$ cat src/rtl/traffic_actuated_scheduler.sv
// rtl/traffic_actuated_scheduler.sv - demand-actuated round-robin phase scheduler for a 4-approach intersection
// Optional emergency preemption is enabled by defining TRAFFIC_EMERG_PREEMPT_EN.
module traffic_actuated_scheduler #(
    parameter int MIN_GREEN    = 5,
    parameter int GAP_TIME     = 3,
    parameter int MAX_GREEN    = 15,
    parameter int YELLOW_TIME  = 2,
    parameter int ALL_RED_TIME = 1,
    parameter int WALK_TIME    = 4
) (
    input  logic       clk,
    input  logic       rst,
    input  logic [3:0] det,
    input  logic [3:0] ped_req,
`ifdef TRAFFIC_EMERG_PREEMPT_EN
    input  logic       emerg_req,
    input  logic [1:0] emerg_dir,
`endif
    output logic [3:0] green,
    output logic [3:0] yellow,
    output logic [3:0] red,
    output logic [3:0] walk,
    output logic [1:0] cur_phase,
    output logic [1:0] state
);

    typedef enum logic [1:0] {
        ST_ALL_RED = 2'b00,
        ST_GREEN   = 2'b01,
        ST_YELLOW  = 2'b10
    } state_t;

    localparam logic [7:0] GAP_T  = 8'(GAP_TIME);
    localparam logic [7:0] WALK_T = 8'(WALK_TIME);

    state_t     st_q, st_d;
    logic [1:0] phase_d, rr_pick, cand, emerg_tgt;
    logic [7:0] timer_q, gap_q, gap_d, gap_run;
    logic [3:0] dmd_q, dmd_d, pdm_q, pdm_d;
    logic [3:0] cur_mask, enter_mask, pending;
    logic       walk_q, enter_green, rr_hit, conflict, emerg_act;

    // True once the state has lasted n cycles including the current one.
    function automatic logic reached(input logic [7:0] t, input int n);
        return ({1'b0, t} + 9'd1) >= 9'(n);
    endfunction

`ifdef TRAFFIC_EMERG_PREEMPT_EN
    assign emerg_act = emerg_req;
    assign emerg_tgt = emerg_dir;
`else
    assign emerg_act = 1'b0;
    assign emerg_tgt = 2'd0;
`endif

    assign cur_mask = 4'b0001 << cur_phase;
    assign pending  = dmd_q | pdm_q;
    assign conflict = |(pending & ~cur_mask);
    // Idle run length counting the current cycle, so a detector hit resets it immediately.
    assign gap_run  = det[cur_phase] ? 8'd0 : ((gap_q >= GAP_T) ? GAP_T : gap_q + 8'd1);

    always_comb begin
        rr_hit  = 1'b0;
        rr_pick = cur_phase;
        cand    = cur_phase;
        for (int k = 1; k <= 4; k++) begin
            cand = cur_phase + 2'(k);
            if (!rr_hit && pending[cand]) begin
                rr_hit  = 1'b1;
                rr_pick = cand;
            end
        end
    end

    always_comb begin
        st_d    = st_q;
        phase_d = cur_phase;
        gap_d   = 8'd0;
        case (st_q)
            ST_ALL_RED: begin
                if (reached(timer_q, ALL_RED_TIME)) begin
                    if (emerg_act) begin
                        st_d    = ST_GREEN;
                        phase_d = emerg_tgt;
                    end else if (rr_hit) begin
                        st_d    = ST_GREEN;
                        phase_d = rr_pick;
                    end
                end
            end
            ST_GREEN: begin
                gap_d = gap_run;
                if (emerg_act) begin
                    if (emerg_tgt != cur_phase) st_d = ST_YELLOW;
                end else if (reached(timer_q, MIN_GREEN) && conflict &&
                             (gap_run >= GAP_T || reached(timer_q, MAX_GREEN))) begin
                    st_d = ST_YELLOW;
                end
            end
            ST_YELLOW: begin
                if (reached(timer_q, YELLOW_TIME)) st_d = ST_ALL_RED;
            end
            default: st_d = ST_ALL_RED;
        endcase
    end

    assign enter_green = (st_d == ST_GREEN) && (st_q != ST_GREEN);
    assign enter_mask  = enter_green ? (4'b0001 << phase_d) : 4'b0000;
    assign dmd_d = (dmd_q | (det & ~((st_q == ST_GREEN) ? cur_mask : 4'b0000))) & ~enter_mask;
    assign pdm_d = (pdm_q | ped_req) & ~enter_mask;

    always_ff @(posedge clk) begin
        if (rst) begin
            st_q      <= ST_ALL_RED;
            cur_phase <= 2'd0;
            timer_q   <= 8'd0;
            gap_q     <= 8'd0;
            dmd_q     <= 4'b0000;
            pdm_q     <= 4'b0000;
            walk_q    <= 1'b0;
        end else begin
            st_q      <= st_d;
            cur_phase <= phase_d;
            if (st_d != st_q) timer_q <= 8'd0;
            else if (timer_q != 8'hFF) timer_q <= timer_q + 8'd1;
            gap_q <= gap_d;
            dmd_q <= dmd_d;
            pdm_q <= pdm_d;
            if (enter_green) walk_q <= pdm_q[phase_d];
        end
    end

    always_comb begin
        green  = 4'b0000;
        yellow = 4'b0000;
        red    = 4'b1111;
        walk   = 4'b0000;
        case (st_q)
            ST_GREEN: begin
                green = cur_mask;
                red   = ~cur_mask;
                walk  = (walk_q && timer_q < WALK_T) ? cur_mask : 4'b0000;
            end
            ST_YELLOW: begin
                yellow = cur_mask;
                red    = ~cur_mask;
            end
            default: ;
        endcase
    end

    assign state = st_q;

endmodule

$ cat config.mk
export PLATFORM = sky130hd
export DESIGN_NAME = traffic_actuated_scheduler
export DESIGN_NICKNAME = d
export VERILOG_FILES = /design/src/rtl/traffic_actuated_scheduler.sv
export SDC_FILE = /design/constraint.sdc
export NUM_CORES = 1
export LEC_CHECK = 0
export CORE_MARGIN = 4
export CORE_UTILIZATION = 40
export DETAILED_ROUTE_END_ITERATION = 12
export PLACE_DENSITY = 0.71
export SLEW_MARGIN = 20
export SYNTH_ARGS = -nofsm -noshare
export SYNTH_HDL_FRONTEND = slang
export SYNTH_SLANG_ARGS = --single-unit
$ cat constraint.sdc
create_clock -name clk -period 2.6 [get_ports clk]
set_input_delay 0.65 -clock clk [delete_from_list [all_inputs] [get_ports clk]]
set_output_delay 0.65 -clock clk [all_outputs]
set_load 0.01 [all_outputs]
==> impl_metrics.tcl <==
set metrics [dict create \
    status "finished clean" \
    post-route-drc-count 0 \
    finalSetupViolCount 0 \
    yosys-top-cells-area "dfxtp_1 29%, ha_1 8.2%, a211oi_1 6.8%, nor2_1 4.7%, nand2_1 2.8%" \
    ys_async_sr_fraction 0 \
    die_w_um 78.4 \
    diodes 0 \
    critPathMaxFanout 5 \
    antenna_found_initial 0 \
    gp_congestion 0.861 \
    clock-sinks 29 \
    leakagePower_nw 1.19 \
    cpPeakStageDelay_ns 0.38 \
    ys_ff_latch 29 \
    maxSlewHeadroom 0.581 \
    gr-total-overflow 0 \
    fin_crit_ns 2.56 \
    die_h_um 78.4 \
    netlist_instances 232 \
    most-common-layout-cells "38 x buf_4, 25 x nor2_1, 25 x dfxtp_1, 25 x clkdlybuf4s50_1, 15 x nand2_1" \
    drive_above_1_share 0.316 \
    cts_hold_buffers 0 \
    syn-mean-instance-area_um2 8.54 \
    num_rows 25 \
    cts.path.max_buffers 2 \
    start_util 0.417 \
    cts_made_buffers 5 \
    core-area_um2 4750 \
    slowest_stage "o41ai_4" \
    worstSetupEndpointType "flip-flop" \
    cp-start-kind "flip-flop" \
    dpl_worst_slack_ns -0.254 \
    dieArea_um2 6140 \
    hold_ws_ns 0.516 \
    ios 30 \
    maxCapViolCount 0 \
    synth-edff-count 0 \
    cp.required_ns 2.77 \
    ys.flop_type "dfxtp_1" \
    p_per_area_nw_per_um2 1120 \
    dp_hpwl_um 4180 \
    drtAntennaViolNets 0 \
    yosys.cell_types.count 60 \
    synth_top_area_share 0.293 \
    worstHoldPathType "flip-flop to flip-flop" \
    drv_slew 0 \
    wl_per_cell_um 16.1 \
    cts_root_buf "clkbuf_8" \
    arrival_ns 2.73 \
    clkTransAtPathRegs_ns 0.06 \
    post-route-period-util 0.986 \
    fin_ws_ns 0.0357 \
    synth_warnings 0 \
    area_growth_pct 49.5 \
    grtUsageTotal 0.188 \
    ys_seq_area_frac 0.293 \
    drtIter0Drc 74 \
    route.vias.total 2088 \
    grt_max_degree 15 \
    insertion_delay_ns 0.28 \
    worstMarginPinSlew_ns 0.629 \
    ir_drop_v 0.000604 \
    viasPerCell 5.58 \
    yosys.area.top_type "dfxtp_1" \
    finClkSkew_ns 0.00154 \
    grt_pass1_wl_um 9250 \
    ctsHtreeMaxLevel 2 \
    hold_viol 0 \
    rsz0062_at_grt "yes" \
    worstSetupPathType "flip-flop to flip-flop" \
    grt_pass1_vias 1918 \
    nets 329 \
    syn-cell-area_um2 1980 \
    path_cells "buf_6, ha_4, buf_6, nor3_4, a41oi_2, buf_4, o41ai_4, a21oi_2, mux2i_4, a2111oi_4, buf_4, a211oi_2" \
    portBuffers 29 \
    firstDrtPassIters 4 \
    wl_um 6040 \
    final_common_cell "buf_4" \
    tritoncts "yes" \
    fmax_mhz 390 \
]
timing repair:
action | 4_1_cts | 5_1_grt
setup buffers | 4 | 9
endpoints found under the setup margin | 27 | 25
resized for setup | 15 | 39
pin swaps | 10 | 19
sequential cells by signal, indices dropped and copies added (netlist names):
| signal | count |
|---|---|
| dmd_q | 4 |
| state | 2 |
| cur_phase | 2 |
| walk_q | 1 |
| pdm_q | 4 |
| timer_q | 8 |
| gap_q | 8 |
layout make-up:
class                           instances  area, µm²
Clock buffer                            6       82.6
Clock inverter                          2       37.5
Fill cell                             404       1790
Inverter                               15       56.3
Multi-Input combinational cell        184       1510
Sequential cell                        29        588
Tap cell                               67       83.8
Timing Repair Buffer                   71        604
power breakdown:
part | switching (mW) | internal, mW | leakage [nW]
Combinational | 1.14 | 1.02 | 0.886
Clock | 0.172 | 0.311 | 0.0574
Sequential | 0.124 | 0.559 | 0.242
worst max-delay path, delay by kind of cell (launching register included):
kind,cells,cell delay [ns]
flip-flops,1,0.33
AND/OR/NAND/NOR,1,0.11
AO/OA/AOI/OAI,5,0.97
adder cells (fa/ha/maj),1,0.17
multiplexers,1,0.23
buffers and inverters,4,0.64
metrics by stage:
step / instance area (µm²) / power (mW) / setup TNS, ns / instances / util
3_5_place_dp: 2580 / 2.45 / -2.98 / 354 / 0.542
2_1_floorplan: 2020 / 1.79 / 0 / 237 / -
5_1_grt: 2960 / 3.53 / -0.270 / 374 / 0.623
6_report: 2960 / 3.32 / 0 / 374 / 0.623
4_1_cts: 2770 / 3.05 / -0.0297 / 366 / 0.582
3_3_place_gp: 2580 / 2.41 / -1.95 / 354 / 0.542
Yosys cell counts, types with 3 or more instances:
library cell  number
a21oi_1            8
and2_1             5
mux2i_1            4
dfxtp_1           29
o221ai_1           4
ha_1              13
nor3_1             7
nand2_1           15
nor4_1             6
inv_1             14
clkbuf_1           5
a31oi_1            3
nand3_1            7
nor4b_1            3
nor2_1            25
xnor2_1            3
or3_1              3
buf_4              3
a211oi_1          18
o21ai_0            8
worst paths after layout:
| path | from | endpoint | slack (ns) | cells past startpoint |
|---|---|---|---|---|
| worst max-delay path | timer_q[1]$_SDFFE_PP0P_ | dmd_q[2]$_SDFF_PP0_ | 0.04 | 12 |
| worst min register to register | walk_q$_SDFFE_PP0P_ | walk_q$_SDFFE_PP0P_ | 0.52 | 2 |
| worst max register to register | timer_q[1]$_SDFFE_PP0P_ | dmd_q[2]$_SDFF_PP0_ | 0.04 | 12 |
| worst min-delay path | walk_q$_SDFFE_PP0P_ | walk_q$_SDFFE_PP0P_ | 0.52 | 2 |
per-layer routing:
layer | wire length (µm) | GRT usage | share of wire
met1 | 2710 | 0.238 | 0.45
met4 | 95 | 0.0734 | 0.016
met5 | 0 | 0 | 0
met3 | 247 | 0.0390 | 0.041
met2 | 2990 | 0.313 | 0.49
logic make-up after synthesis:
logic type | synth area share
AOI/OAI and AO/OA | 0.261
xor gates and xnor gates | 0.0221
adders and majority gates | 0.0821
buffers and inverters | 0.0518
DFF | 0.293
muxes | 0.0543
other | 0.00189
and+or+nand+nor | 0.234
(Power assumes the default switching activity.)
